**src/rtl/pipe_fetch_ctrl_pkg.sv**
```systemverilog
// Shared types and constants for the RV32I fetch-stage sequencing controller.
// Holds the FSM state encoding, next-PC select codes and the decoded control bundle.
package pipe_fetch_ctrl_pkg;

  typedef enum logic [1:0] {
    FS_BOOT  = 2'd0,
    FS_RUN   = 2'd1,
    FS_REDIR = 2'd2,
    FS_HALT  = 2'd3
  } fetch_state_e;

  localparam logic [1:0] PCSEL_PLUS4  = 2'b00;
  localparam logic [1:0] PCSEL_TARGET = 2'b01;
  localparam logic [1:0] PCSEL_ALU    = 2'b10;

  // Wide enough for the largest boot wait (15) plus the final increment.
  localparam int unsigned BOOT_CNT_W = 4;

  typedef struct packed {
    logic       pc_en;
    logic [1:0] pc_sel;
    logic       flush_d;
    logic       flush_e;
    logic       valid_f;
  } fetch_ctrl_t;

  localparam fetch_ctrl_t CTRL_IDLE = '{
    pc_en:   1'b0,
    pc_sel:  PCSEL_PLUS4,
    flush_d: 1'b0,
    flush_e: 1'b0,
    valid_f: 1'b0
  };

  function automatic logic pcsel_legal(input logic [1:0] sel);
    return (sel == PCSEL_TARGET) || (sel == PCSEL_ALU);
  endfunction

endpackage

```
**src/rtl/pipe_fetch_ctrl_if.sv**
```systemverilog
// Decode/Execute-facing control bundle of the fetch controller.
// The controller uses the slave view; the pipeline (or a bench) drives the master view.
interface pipe_fetch_ctrl_if #(
  parameter int unsigned CNT_W = 16
);

  logic             i_redirect;
  logic [1:0]       i_redirect_sel;
  logic             i_stallD;
  logic             i_halt;
  logic             i_resume;

  logic             o_pc_en;
  logic [1:0]       o_pc_sel;
  logic             o_flushD;
  logic             o_flushE;
  logic             o_validF;
  logic             o_halted;
  logic [CNT_W-1:0] o_redirect_cnt;
  logic [CNT_W-1:0] o_stall_cnt;

  modport slave (
    input  i_redirect, i_redirect_sel, i_stallD, i_halt, i_resume,
    output o_pc_en, o_pc_sel, o_flushD, o_flushE, o_validF, o_halted,
    output o_redirect_cnt, o_stall_cnt
  );

  modport master (
    output i_redirect, i_redirect_sel, i_stallD, i_halt, i_resume,
    input  o_pc_en, o_pc_sel, o_flushD, o_flushE, o_validF, o_halted,
    input  o_redirect_cnt, o_stall_cnt
  );

endinterface

```
**src/rtl/pipe_sat_counter.sv**
```systemverilog
// Saturating up-counter with a synchronous active-low clear.
// Holds at all-ones instead of wrapping, so long runs never read back as small counts.
module pipe_sat_counter #(
  parameter int unsigned CNT_W = 16
) (
  input  logic             clk_i,
  input  logic             clr_n_i,
  input  logic             en_i,
  output logic [CNT_W-1:0] cnt_o
);

  logic [CNT_W-1:0] cnt_q;
  logic [CNT_W-1:0] cnt_d;

  // NOTE: every always_comb output gets a default first so no path can infer a latch.
  always_comb begin
    cnt_d = cnt_q;
    if (en_i && (cnt_q != '1)) begin
      cnt_d = cnt_q + 1'b1;
    end
  end

  // NOTE: sequential state uses non-blocking assignment so all flops update together.
  always_ff @(posedge clk_i) begin
    if (!clr_n_i) begin
      cnt_q <= '0;
    end else begin
      cnt_q <= cnt_d;
    end
  end

  assign cnt_o = cnt_q;

endmodule

```
**src/rtl/pipe_fetch_ctrl.sv**
```systemverilog
// Fetch-stage sequencing controller: boot wait, redirect bubble, decode stall and halt/resume.
// Control outputs are decoded from the state plus this cycle's inputs so stalls hold the PC at once.
module pipe_fetch_ctrl
  import pipe_fetch_ctrl_pkg::*;
#(
  parameter int unsigned BOOT_CYCLES = 2,
  parameter int unsigned CNT_W       = 16
) (
  input logic             i_clk,
  input logic             i_rstn,
  pipe_fetch_ctrl_if.slave bus
);

  localparam logic [BOOT_CNT_W-1:0] BOOT_LAST = BOOT_CNT_W'(BOOT_CYCLES - 1);

  fetch_state_e            state_q;
  logic [BOOT_CNT_W-1:0]   boot_cnt_q;
  fetch_ctrl_t             ctrl;
  logic                    redirect_take;
  logic                    stall_take;

  // Redirect outranks halt and stall; halt outranks stall.
  assign redirect_take = (state_q == FS_RUN) && bus.i_redirect;
  assign stall_take    = (state_q == FS_RUN) && !bus.i_redirect && !bus.i_halt && bus.i_stallD;

  always_ff @(posedge i_clk) begin
    if (!i_rstn) begin
      state_q    <= FS_BOOT;
      boot_cnt_q <= '0;
    end else begin
      case (state_q)
        FS_BOOT: begin
          boot_cnt_q <= boot_cnt_q + 1'b1;
          if (boot_cnt_q == BOOT_LAST) begin
            state_q <= FS_RUN;
          end
        end
        FS_RUN: begin
          if (bus.i_redirect) begin
            state_q <= FS_REDIR;
          end else if (bus.i_halt) begin
            state_q <= FS_HALT;
          end
        end
        FS_REDIR: state_q <= FS_RUN;
        FS_HALT: begin
          if (bus.i_resume) begin
            state_q <= FS_RUN;
          end
        end
        default: state_q <= FS_BOOT;
      endcase
    end
  end

  always_comb begin
    ctrl = CTRL_IDLE;
    case (state_q)
      FS_BOOT: begin
        ctrl.flush_d = 1'b1;
        ctrl.flush_e = 1'b1;
      end
      FS_RUN: begin
        if (bus.i_redirect) begin
          // Select is forwarded untouched; an illegal code is caught by the assertion below.
          ctrl.pc_en   = 1'b1;
          ctrl.pc_sel  = bus.i_redirect_sel;
          ctrl.flush_d = 1'b1;
          ctrl.flush_e = 1'b1;
        end else if (bus.i_halt) begin
          ctrl.valid_f = 1'b0;
        end else if (bus.i_stallD) begin
          ctrl.valid_f = 1'b1;
        end else begin
          ctrl.pc_en   = 1'b1;
          ctrl.valid_f = 1'b1;
        end
      end
      FS_REDIR: begin
        // The synchronous imem still returns the fall-through word; squash it in F/D.
        ctrl.pc_en   = 1'b1;
        ctrl.flush_d = 1'b1;
      end
      FS_HALT: ctrl = CTRL_IDLE;
      default: ctrl = CTRL_IDLE;
    endcase
  end

  assign bus.o_pc_en    = ctrl.pc_en;
  assign bus.o_pc_sel   = ctrl.pc_sel;
  assign bus.o_flushD   = ctrl.flush_d;
  assign bus.o_flushE   = ctrl.flush_e;
  assign bus.o_validF   = ctrl.valid_f;
  assign bus.o_halted   = (state_q == FS_HALT);

  pipe_sat_counter #(
    .CNT_W (CNT_W)
  ) u_redirect_cnt (
    .clk_i   (i_clk),
    .clr_n_i (i_rstn),
    .en_i    (redirect_take),
    .cnt_o   (bus.o_redirect_cnt)
  );

  pipe_sat_counter #(
    .CNT_W (CNT_W)
  ) u_stall_cnt (
    .clk_i   (i_clk),
    .clr_n_i (i_rstn),
    .en_i    (stall_take),
    .cnt_o   (bus.o_stall_cnt)
  );

  a_redirect_sel_legal: assert property (
    @(posedge i_clk) disable iff (!i_rstn)
    bus.i_redirect |-> pcsel_legal(bus.i_redirect_sel)
  );

  a_no_fetch_in_halt: assert property (
    @(posedge i_clk) disable iff (!i_rstn)
    (state_q == FS_HALT) |-> (!ctrl.pc_en && !ctrl.valid_f)
  );

  a_redir_returns_to_run: assert property (
    @(posedge i_clk) disable iff (!i_rstn)
    (state_q == FS_REDIR) |=> (state_q == FS_RUN)
  );

endmodule
```
**src/flat_wrapper.sv**
```systemverilog
// flat-port wrapper written by rule: the top's interface ports become plain ports
module pipe_fetch_ctrl_flat import pipe_fetch_ctrl_pkg::*;
#(
  parameter int unsigned BOOT_CYCLES = 2,
  parameter int unsigned CNT_W       = 16
)
  (i_clk, i_rstn, bus_i_redirect, bus_i_redirect_sel, bus_i_stallD, bus_i_halt, bus_i_resume, bus_o_pc_en, bus_o_pc_sel, bus_o_flushD, bus_o_flushE, bus_o_validF, bus_o_halted, bus_o_redirect_cnt, bus_o_stall_cnt);
  pipe_fetch_ctrl_if #(.CNT_W(CNT_W)) bus_i ();
  input logic i_clk;
  input logic i_rstn;
  input wire logic [$bits(bus_i.i_redirect)-1:0] bus_i_redirect;
  input wire logic [$bits(bus_i.i_redirect_sel)-1:0] bus_i_redirect_sel;
  input wire logic [$bits(bus_i.i_stallD)-1:0] bus_i_stallD;
  input wire logic [$bits(bus_i.i_halt)-1:0] bus_i_halt;
  input wire logic [$bits(bus_i.i_resume)-1:0] bus_i_resume;
  output wire logic [$bits(bus_i.o_pc_en)-1:0] bus_o_pc_en;
  output wire logic [$bits(bus_i.o_pc_sel)-1:0] bus_o_pc_sel;
  output wire logic [$bits(bus_i.o_flushD)-1:0] bus_o_flushD;
  output wire logic [$bits(bus_i.o_flushE)-1:0] bus_o_flushE;
  output wire logic [$bits(bus_i.o_validF)-1:0] bus_o_validF;
  output wire logic [$bits(bus_i.o_halted)-1:0] bus_o_halted;
  output wire logic [$bits(bus_i.o_redirect_cnt)-1:0] bus_o_redirect_cnt;
  output wire logic [$bits(bus_i.o_stall_cnt)-1:0] bus_o_stall_cnt;
  assign bus_i.i_redirect = bus_i_redirect;
  assign bus_i.i_redirect_sel = bus_i_redirect_sel;
  assign bus_i.i_stallD = bus_i_stallD;
  assign bus_i.i_halt = bus_i_halt;
  assign bus_i.i_resume = bus_i_resume;
  assign bus_o_pc_en = bus_i.o_pc_en;
  assign bus_o_pc_sel = bus_i.o_pc_sel;
  assign bus_o_flushD = bus_i.o_flushD;
  assign bus_o_flushE = bus_i.o_flushE;
  assign bus_o_validF = bus_i.o_validF;
  assign bus_o_halted = bus_i.o_halted;
  assign bus_o_redirect_cnt = bus_i.o_redirect_cnt;
  assign bus_o_stall_cnt = bus_i.o_stall_cnt;
  pipe_fetch_ctrl #(.BOOT_CYCLES(BOOT_CYCLES), .CNT_W(CNT_W)) u_core (.i_clk(i_clk), .i_rstn(i_rstn), .bus(bus_i));
endmodule
```
**config.mk**
```make
export PLATFORM = sky130hd
export DESIGN_NAME = pipe_fetch_ctrl_flat
export DESIGN_NICKNAME = d
export VERILOG_FILES = /design/src/rtl/pipe_fetch_ctrl_pkg.sv /design/src/rtl/pipe_fetch_ctrl_if.sv /design/src/rtl/pipe_sat_counter.sv /design/src/rtl/pipe_fetch_ctrl.sv /design/src/flat_wrapper.sv
export SDC_FILE = /design/constraint.sdc
export NUM_CORES = 1
export LEC_CHECK = 0
export ABC_AREA = 0
export CAP_MARGIN = 30
export CELL_PAD_IN_SITES_DETAIL_PLACEMENT = 0
export CELL_PAD_IN_SITES_GLOBAL_PLACEMENT = 1
export CORE_MARGIN = 4
export CORE_UTILIZATION = 36
export CTS_CLUSTER_SIZE = 8
export DETAILED_ROUTE_END_ITERATION = 6
export PLACE_DENSITY_LB_ADDON = 0.1
export SYNTH_ARGS = -nofsm -noshare
export SYNTH_HDL_FRONTEND = slang
export SYNTH_SLANG_ARGS = --single-unit
```
**constraint.sdc**
```tcl
create_clock -name i_clk -period 5.1 [get_ports i_clk]
set_input_delay 1.02 -clock i_clk [delete_from_list [all_inputs] [get_ports i_clk]]
set_output_delay 1.02 -clock i_clk [all_outputs]
set_load 0.02 [all_outputs]
```
==> results.md, run 1 <==
- Status: finished, final reports clean
- Top_reg_cell synth: dfxtp_1
- Drt drc: 0
- Post-detail-place hpwl: about 3.7 mm
- MaxCap Viol Count: 0
- Setup TNS Final: 0 ns
- Sequential cell area fraction in the yosys report: 36.8%
- Seq. cell area: 761 um^2
- CTS resizes: 0
- Maximum vdd drop: around 0.16 mV
- Top cells by area, synth: dfxtp_1 (37%), ha_1 (5.5%), nand2_1 (5.3%)
- Antenna violations before repair: 0
- Synth unique cells: 43
- Yosys top cell area share: 36.8%
- Cts hold-fix bufs: 0
- PortBufs: 46
- # nets final: 307
- Die Y-Extent: 83.7 um
- Gr usage total: 15.2%
- Biggest area consumer among synthesized cells: dfxtp_1
- Grt ovf: 0
- Die Wd: roughly 84 um
- Vias: 1974
- Most common cell after layout, fill and taps aside: clkdlybuf4s50_1
- Total power per unit cell area: 281 nW/um^2
- Clk_lat worst skew: approximately 0.29 ns
- Max clock buf depth: 2
- CP Data Required Time: 4.08 ns
- Worst slack, placed: about 1.4 ns
- First-pass GRT wire length: 8.94 mm
- Starting DRT DRC Count: around 150
- Clock Sinks: 38
- Clock root buffer: clkbuf_8
- Grt met3 use: under 10%
- Pin count of the biggest net entering global routing: 27
- # diodes: 0
- CTS tree: done
- GR met1 Demand/Resource: 20.6%
- Final Max Slew Viols: 0
- Filler Cell Count: roughly 560
- I/O pin count: 47
- Avg WL per Cell: 14.2 um
- Placed cells: between 300 and 400
- Core area: 5540 um^2
- Final std cells w/o fill: 362
- Setup bufs post-CTS: 0
- Worst-Margin Slew: 0.742 ns
- Area after DPL: 2600 um^2
- FP Rows: 27
- Hold_ws: roughly 0.5 ns
- Slew headroom: ~50%
- Clock skew: approximately 0.0031 ns
- Post-synthesis cell area: 2060 um^2
- Mapped Nets: 259
- Routed wire length: roughly 5.1 mm
- Min cycle time layout: 3.67 ns
- CP Class: in -> out
- # setup viols final: 0
- Syn Inst Count: 242
- Most frequent cells in the layout: clkdlybuf4s50_1 (46), dfxtp_1 (38), nand2_1 (29)
- Die Area: 7010 um^2
- Area growth syn-to-layout: 29.7%
- Total Power: 0.753 mW
- Total CTS buffers: 5
- EDFF count, synth: 0
- Worst hold path type: reg -> reg
- Area occupied by multi-input gates: 1240 um^2
- Crit share post-route: 71.9%
- Startpoint types: input port
- Unrepaired setup endpoints after global routing: no
- Arrival @ worst endpoint: about 2.7 ns
- CP max FO: 11
- Via density: 5.45
- Met2 Use GR: 23.3%
- Fin area: 2680 um^2
- Grt peak-use layer: met2
- Leakage: 0.885 nW
- Async S/R FF share, synth: 0%
- Final core occ: 48.3%
- Routability-driven placement congestion ratio: 0.766
- Fmax: 0.273 GHz
- Routed Antenna Nets: 0
- #FFs+latches synth: 38
- Layout cells sized above 1: 4.48%
- Starting Density: between 30% and 40%
- Clock transition at path regs: ~0.070 ns
- Final hold violation count: 0
- Syn avg cell area: 8.53 um^2
- Yosys warns: 0
- Final setup margin: 1.43 ns
- CP endpoint kind: output pin
- Total iterations of the first detailed-routing run: 4
- Vias in the first global route: 1891
- H-tree levels: 2
## worst max-delay path: stages
cell,delay [ns]
clkdlybuf4s50_1,0.65
o21bai_1,0.17
a21oi_1,0.08
nor2b_1,0.11
clkdlybuf4s50_1,0.61
## logic make-up after synthesis
family | share of synthesized area (%)
multiplexers | 4.36
AO/OA/AOI/OAI | 17.7
flip-flops | 36.8
AND/OR/NAND/NOR | 31.2
buffers and inverters | 3.21
XOR/XNOR | 1.27
adder cells (fa/ha/maj) | 5.45
## layer usage
layer | wire length [um] | vias to the layer above | share of wire [%]
li1 | - | 1012 | -
met2 | 2250 | 45 | 44
met3 | 262 | 8 | 5.1
met1 | 2550 | 909 | 50
met4 | 79 | 0 | 1.5
met5 | 0 | - | 0
## cell type report
type | instances | area share [%]
clock buffer | 7 | 2.85
inverter | 10 | 1.40
multi-input combinational | 187 | 46.2
sequential | 38 | 28.4
tap | 72 | 3.36
timing repair buffer | 48 | 17.8
## state kept, by name (all words and copies together) (netlist names)
register,count
u_core.boot_cnt_q,4
u_core.state_q,2
u_core.u_redirect_cnt.cnt_o,16
u_core.u_stall_cnt.cnt_o,16
## power breakdown
part	internal, mW	switching (mW)
logic	0.103	0.116
registers	0.315	0.0210
clock network	0.0943	0.104
## worst paths after layout
| check | startpoint | endpoint | slack [ns] | depth (start not counted) |
|---|---|---|---|---|
| hold reg to reg | u_core.u_redirect_cnt.cnt_o[15]$_SDFFE_PN0P_ | u_core.u_redirect_cnt.cnt_o[15]$_SDFFE_PN0P_ | 0.50 | 2 |
| setup / recovery | bus_i_redirect | bus_o_pc_en | 1.43 | 5 |
| setup reg to reg | u_core.state_q[1]$_SDFFE_PN0P_ | u_core.u_redirect_cnt.cnt_o[13]$_SDFFE_PN0P_ | 2.96 | 6 |
| hold / removal | u_core.u_redirect_cnt.cnt_o[15]$_SDFFE_PN0P_ | u_core.u_redirect_cnt.cnt_o[15]$_SDFFE_PN0P_ | 0.50 | 2 |
## synthesized netlist by cell type, types with 3 or more instances
cell      instances
nand3_1          11
o31ai_1           9
nor3b_1           3
nand2_1          29
mux2i_1           9
nand2b_1          8
ha_1              9
dfxtp_1          38
or4_1            10
nand4_1           8
nor4_1            5
clkbuf_1          5
and4_1            4
nor3_1            4
a21oi_1          16
o21ai_0           9
nor2_1           11
and3_1            6
inv_1            10
a31oi_1           4
o41ai_1           3
o311ai_0          3
(Power assumes the default switching activity.)
==> run 2: changes to the inputs <==
clock period = 3.7 ns   (was 5.1 ns; I/O delays follow)
==> results.md, run 2 (synthesis gave the netlist of run 1 again) <==
- Status: finished, final reports clean
- Cts hold-fix bufs: 0
- Final setup margin: between 0.5 and 0.6 ns
- Crit share post-route: between 80% and 90%
- I/O pin count: 47
- Total power per unit cell area: 438 nW/um^2
- Die Y-Extent: 83.7 um
- Switching Fraction: 29.3%
- Placed cells: 354
- Most frequent cells in the layout: clkdlybuf4s50_1 (46), dfxtp_1 (38), nand2_1 (29)
- Internal: 0.846 mW
- Final core occ: between 40% and 50%
- Layout cells sized above 1: under 10%
- # nets final: 306
- Min cycle time layout: 3.12 ns
- H-tree levels: 2
- Final Max Slew Viols: 0
- # setup viols final: 0
- Area after DPL: 2590 um^2
- Setup TNS Final: 0 ns
- Sequence of cells on the critical path: clkdlybuf4s50_1 > o21bai_1 > a21oi_1 > nor2b_1 > clkdlybuf4s50_1
- Total CTS buffers: 5
- Area growth syn-to-layout: 32.3%
- Pin count of the biggest net entering global routing: 27
- Fmax: 0.320 GHz
- Worst slack, placed: 0.601 ns
- Max clock buf depth: 2
- Fin area: 2730 um^2
- Grt ovf: 0
- Antenna violations before repair: 0
- Unrepaired setup endpoints after global routing: no
- Die Wd: 83.7 um
- Seq. cell area: 761 um^2
- Worst-Margin Slew: 0.895 ns
- Routed wire length: 5.14 mm
- Via density: 5.46
- Startpoint types: input port
- Worst hold path type: reg -> reg
- Final hold violation count: 0
- Most used cell, CP: clkdlybuf4s50_1
- CTS resizes: 0
- Most common cell after layout, fill and taps aside: clkdlybuf4s50_1
- CP max FO: 11
- Combinational share of power: between 20% and 30%
- Drt drc: 0
- Starting DRT DRC Count: 76
- Clock Sinks: 38
- CP Data Required Time: 2.96 ns
- Crit-path slowest cell: clkdlybuf4s50_1
- Total Power: about 1.2 mW
- Clock transition at path regs: 0.08 ns
- Arrival @ worst endpoint: 2.38 ns
- Routed Antenna Nets: 0
- Vias in the first global route: 1879
- Hold_ws: about 0.49 ns
- First-pass GRT wire length: 9.00 mm
- Clock root buffer: clkbuf_8
- Share of power burned in registers: just under 40%
- CTS tree: done
- Post-detail-place hpwl: 3.62 mm
- PortBufs: between 40 and 50
- Gr usage total: 15.3%
- Clk network pwr share: a little over a third
- FP Rows: 27
- CP Class: in -> out
- Total iterations of the first detailed-routing run: 4
- Vias: 1977
- Die Area: ~7000 um^2
- Maximum vdd drop: between 0.2 and 0.25 mV
- Area occupied by multi-input gates: 1240 um^2
- Clk_lat worst skew: 0.30 ns
- NetSw: 0.350 mW
- Starting Density: 37.3%
- Clock skew: roughly 0.011 ns
- Filler Cell Count: 565
- Max stage delay on crit path: 0.66 ns
- CP endpoint kind: output pin
- Final std cells w/o fill: 362
- Routability-driven placement congestion ratio: 0.745
- Avg WL per Cell: 14.2 um
- Slew headroom: 40.3%
- Leakage: 0.911 nW
- Core area: about 5500 um^2
- # diodes: 0
- MaxCap Viol Count: 0
- Setup bufs post-CTS: 0
## run 2: routing by layer
layer / part of all wire, % / up-vias / track usage (%)
li1: - / 1006 / -
met1: 51 / 918 / 20.5
met2: 43 / 47 / 23.9
met3: 4.9 / 6 / 4.34
met4: 1.2 / 0 / 4.39
met5: 0 / - / 0
## run 2: final timing paths
path | startpoint | endpoint | slack [ns] | cells after the start
worst max-delay path | bus_i_redirect | bus_o_pc_en | 0.58 | 5
worst min-delay path | u_core.u_redirect_cnt.cnt_o[1]$_SDFFE_PN0P_ | u_core.u_redirect_cnt.cnt_o[1]$_SDFFE_PN0P_ | 0.49 | 2
worst max register to register | u_core.state_q[1]$_SDFFE_PN0P_ | u_core.u_redirect_cnt.cnt_o[9]$_SDFFE_PN0P_ | 1.56 | 6
worst min register to register | u_core.u_redirect_cnt.cnt_o[1]$_SDFFE_PN0P_ | u_core.u_redirect_cnt.cnt_o[1]$_SDFFE_PN0P_ | 0.49 | 2
## run 2: layout make-up
cell class              count  share of cell area, %
clock inverters             3                   2.52
clock buffers               5                   2.52
inverters                  10                   1.37
flip-flops and latches     38                   27.9
repair buffers             47                   17.1
well taps                  72                   3.30
multi-input cells         187                   45.3
## run 2: power by group through the flow
stage	combinational [mW]	sequential, mW	clock (mW)
2_1_floorplan	0.193	0.471	0
3_3_place_gp	0.302	0.471	0
3_5_place_dp	0.299	0.472	0
4_1_cts	0.302	0.462	0.446
5_1_grt	0.333	0.467	0.460
6_report	0.299	0.463	0.434
## run 2: worst max-delay path, delay by kind of cell
kind                   cells  cell delay [ns]
and+or+nand+nor            1             0.12
AOI/OAI and AO/OA          2             0.24
buffers and inverters      2             1.28
==> run 3: changes to the inputs <==
clock period = 3 ns   (was 3.7 ns; I/O delays follow)
==> results.md, run 3 (synthesis gave the netlist of run 1 again) <==
- CP max FO: 8
- Final setup margin: about 0.23 ns
- Routed wire length: 5.10 mm
- Leakage: between 0.9 and 1 nW
- I/O pin count: 47
- Startpoint types: input port
- Final std cells w/o fill: 364
- Final Max Slew Viols: 0
- Vias in the first global route: ~1900
- Worst slack, placed: ~0.25 ns
- Avg WL per Cell: 14.0 um
- Area after DPL: 2610 um^2
- FP Rows: 27
- Placed cells: 356
- # diodes: 0
- Most frequent cells in the layout: clkdlybuf4s50_1 (46), dfxtp_1 (38), nand2_1 (29)
- Vias: between 2000 and 2500
- Status: finished, final reports clean
- Worst hold path type: reg -> reg
- Post-detail-place hpwl: 3.68 mm
- Antenna violations before repair: 0
- Setup bufs post-CTS: 0
- Final core occ: 49.0%
- Clock root buffer: clkbuf_8
- Setup TNS Final: 0 ns
- Pin count of the biggest net entering global routing: 26
- PortBufs: 46
- Slew headroom: 40.9%
- Unrepaired setup endpoints after global routing: no
- H-tree levels: 2
- Grt met3 use: 3.65%
- Total power per unit cell area: 507 nW/um^2
- Via density: 5.50
- Maximum vdd drop: 0.272 mV
- Die Area: roughly 7000 um^2
- Die Wd: 83.7 um
- GR met1 Demand/Resource: between 20% and 30%
- # nets final: 308
- Cts hold-fix bufs: 0
- Fin area: 2720 um^2
- Die Y-Extent: 83.7 um
- CP Class: in -> out
- Clock skew: 0.00391 ns
- Total CTS buffers: 5
- CP endpoint kind: output pin
- Core area: 5540 um^2
- Min cycle time layout: approximately 2.8 ns
- Clock Sinks: 38
- Routed Antenna Nets: 0
- Most common cell after layout, fill and taps aside: clkdlybuf4s50_1
- Starting Density: 37.3%
- Total iterations of the first detailed-routing run: 4
- CTS tree: done
- Starting DRT DRC Count: between 90 and 100
- CTS resizes: 0
- Layout cells sized above 1: 5.14%
- Worst-Margin Slew: 0.878 ns
- Final hold violation count: 0
- Drt drc: 0
- Max clock buf depth: 2
- Grt peak-use layer: met2
- Gr usage total: 14.9%
- Fmax: around 0.36 GHz
- First-pass GRT wire length: a little under 9 mm
- Filler Cell Count: 564
- MaxCap Viol Count: 0
- Clock transition at path regs: about 0.080 ns
- Grt ovf: 0
- Total Power: 1.38 mW
- Area growth syn-to-layout: 31.5%
- Clk_lat worst skew: about 0.28 ns
- Hold_ws: 0.497 ns
- Arrival @ worst endpoint: around 2.2 ns
- Routability-driven placement congestion ratio: 0.771
- Met2 Use GR: 23.7%
- # setup viols final: 0
- Crit share post-route: a little over 90%
- CP Data Required Time: 2.40 ns
## run 3: cell types whose count changed in the layout (fill, tap and decap cells not counted), sizes merged
cell	delta
clkinv	-1
buf	+2
clkbuf	+2
bufinv	-1
## run 3: critical path: stages
cell	delay (ns)
clkdlybuf4s50_1	0.61
o21bai_1	0.15
a21oi_1	0.08
nor2b_1	0.12
clkdlybuf4s50_1	0.61
## run 3: power breakdown
group	switching (mW)	internal (mW)	leakage [nW]
clock	0.182	0.249	0.0524
sequential	0.0351	0.535	0.307
combinational	0.199	0.176	0.545
## run 3: area by class of cell
type                            instances  area, um^2  share of cell area (%)
Clock buffer                            7        76.3                    2.81
Clock inverter                          1        30.0                    1.11
Inverter                               10        37.5                    1.38
Multi-Input combinational cell        187        1240                    45.6
Sequential cell                        38         761                    28.0
Tap cell                               72        90.1                    3.32
Timing Repair Buffer                   49         483                    17.8
## run 3: routing by layer
metal,up-vias,share of wire (%)
met4,0,0.94
met3,5,4.7
met5,-,0
met1,938,50
li1,1015,-
met2,44,44
## run 3: worst paths after layout
path	cells past startpoint	start	to	slack [ns]
setup / recovery	5	bus_i_redirect	bus_o_pc_en	0.23
setup reg to reg	6	u_core.state_q[1]$_SDFFE_PN0P_	u_core.u_redirect_cnt.cnt_o[9]$_SDFFE_PN0P_	0.86
hold / removal	2	u_core.u_redirect_cnt.cnt_o[14]$_SDFFE_PN0P_	u_core.u_redirect_cnt.cnt_o[14]$_SDFFE_PN0P_	0.50
hold reg to reg	2	u_core.u_redirect_cnt.cnt_o[14]$_SDFFE_PN0P_	u_core.u_redirect_cnt.cnt_o[14]$_SDFFE_PN0P_	0.50
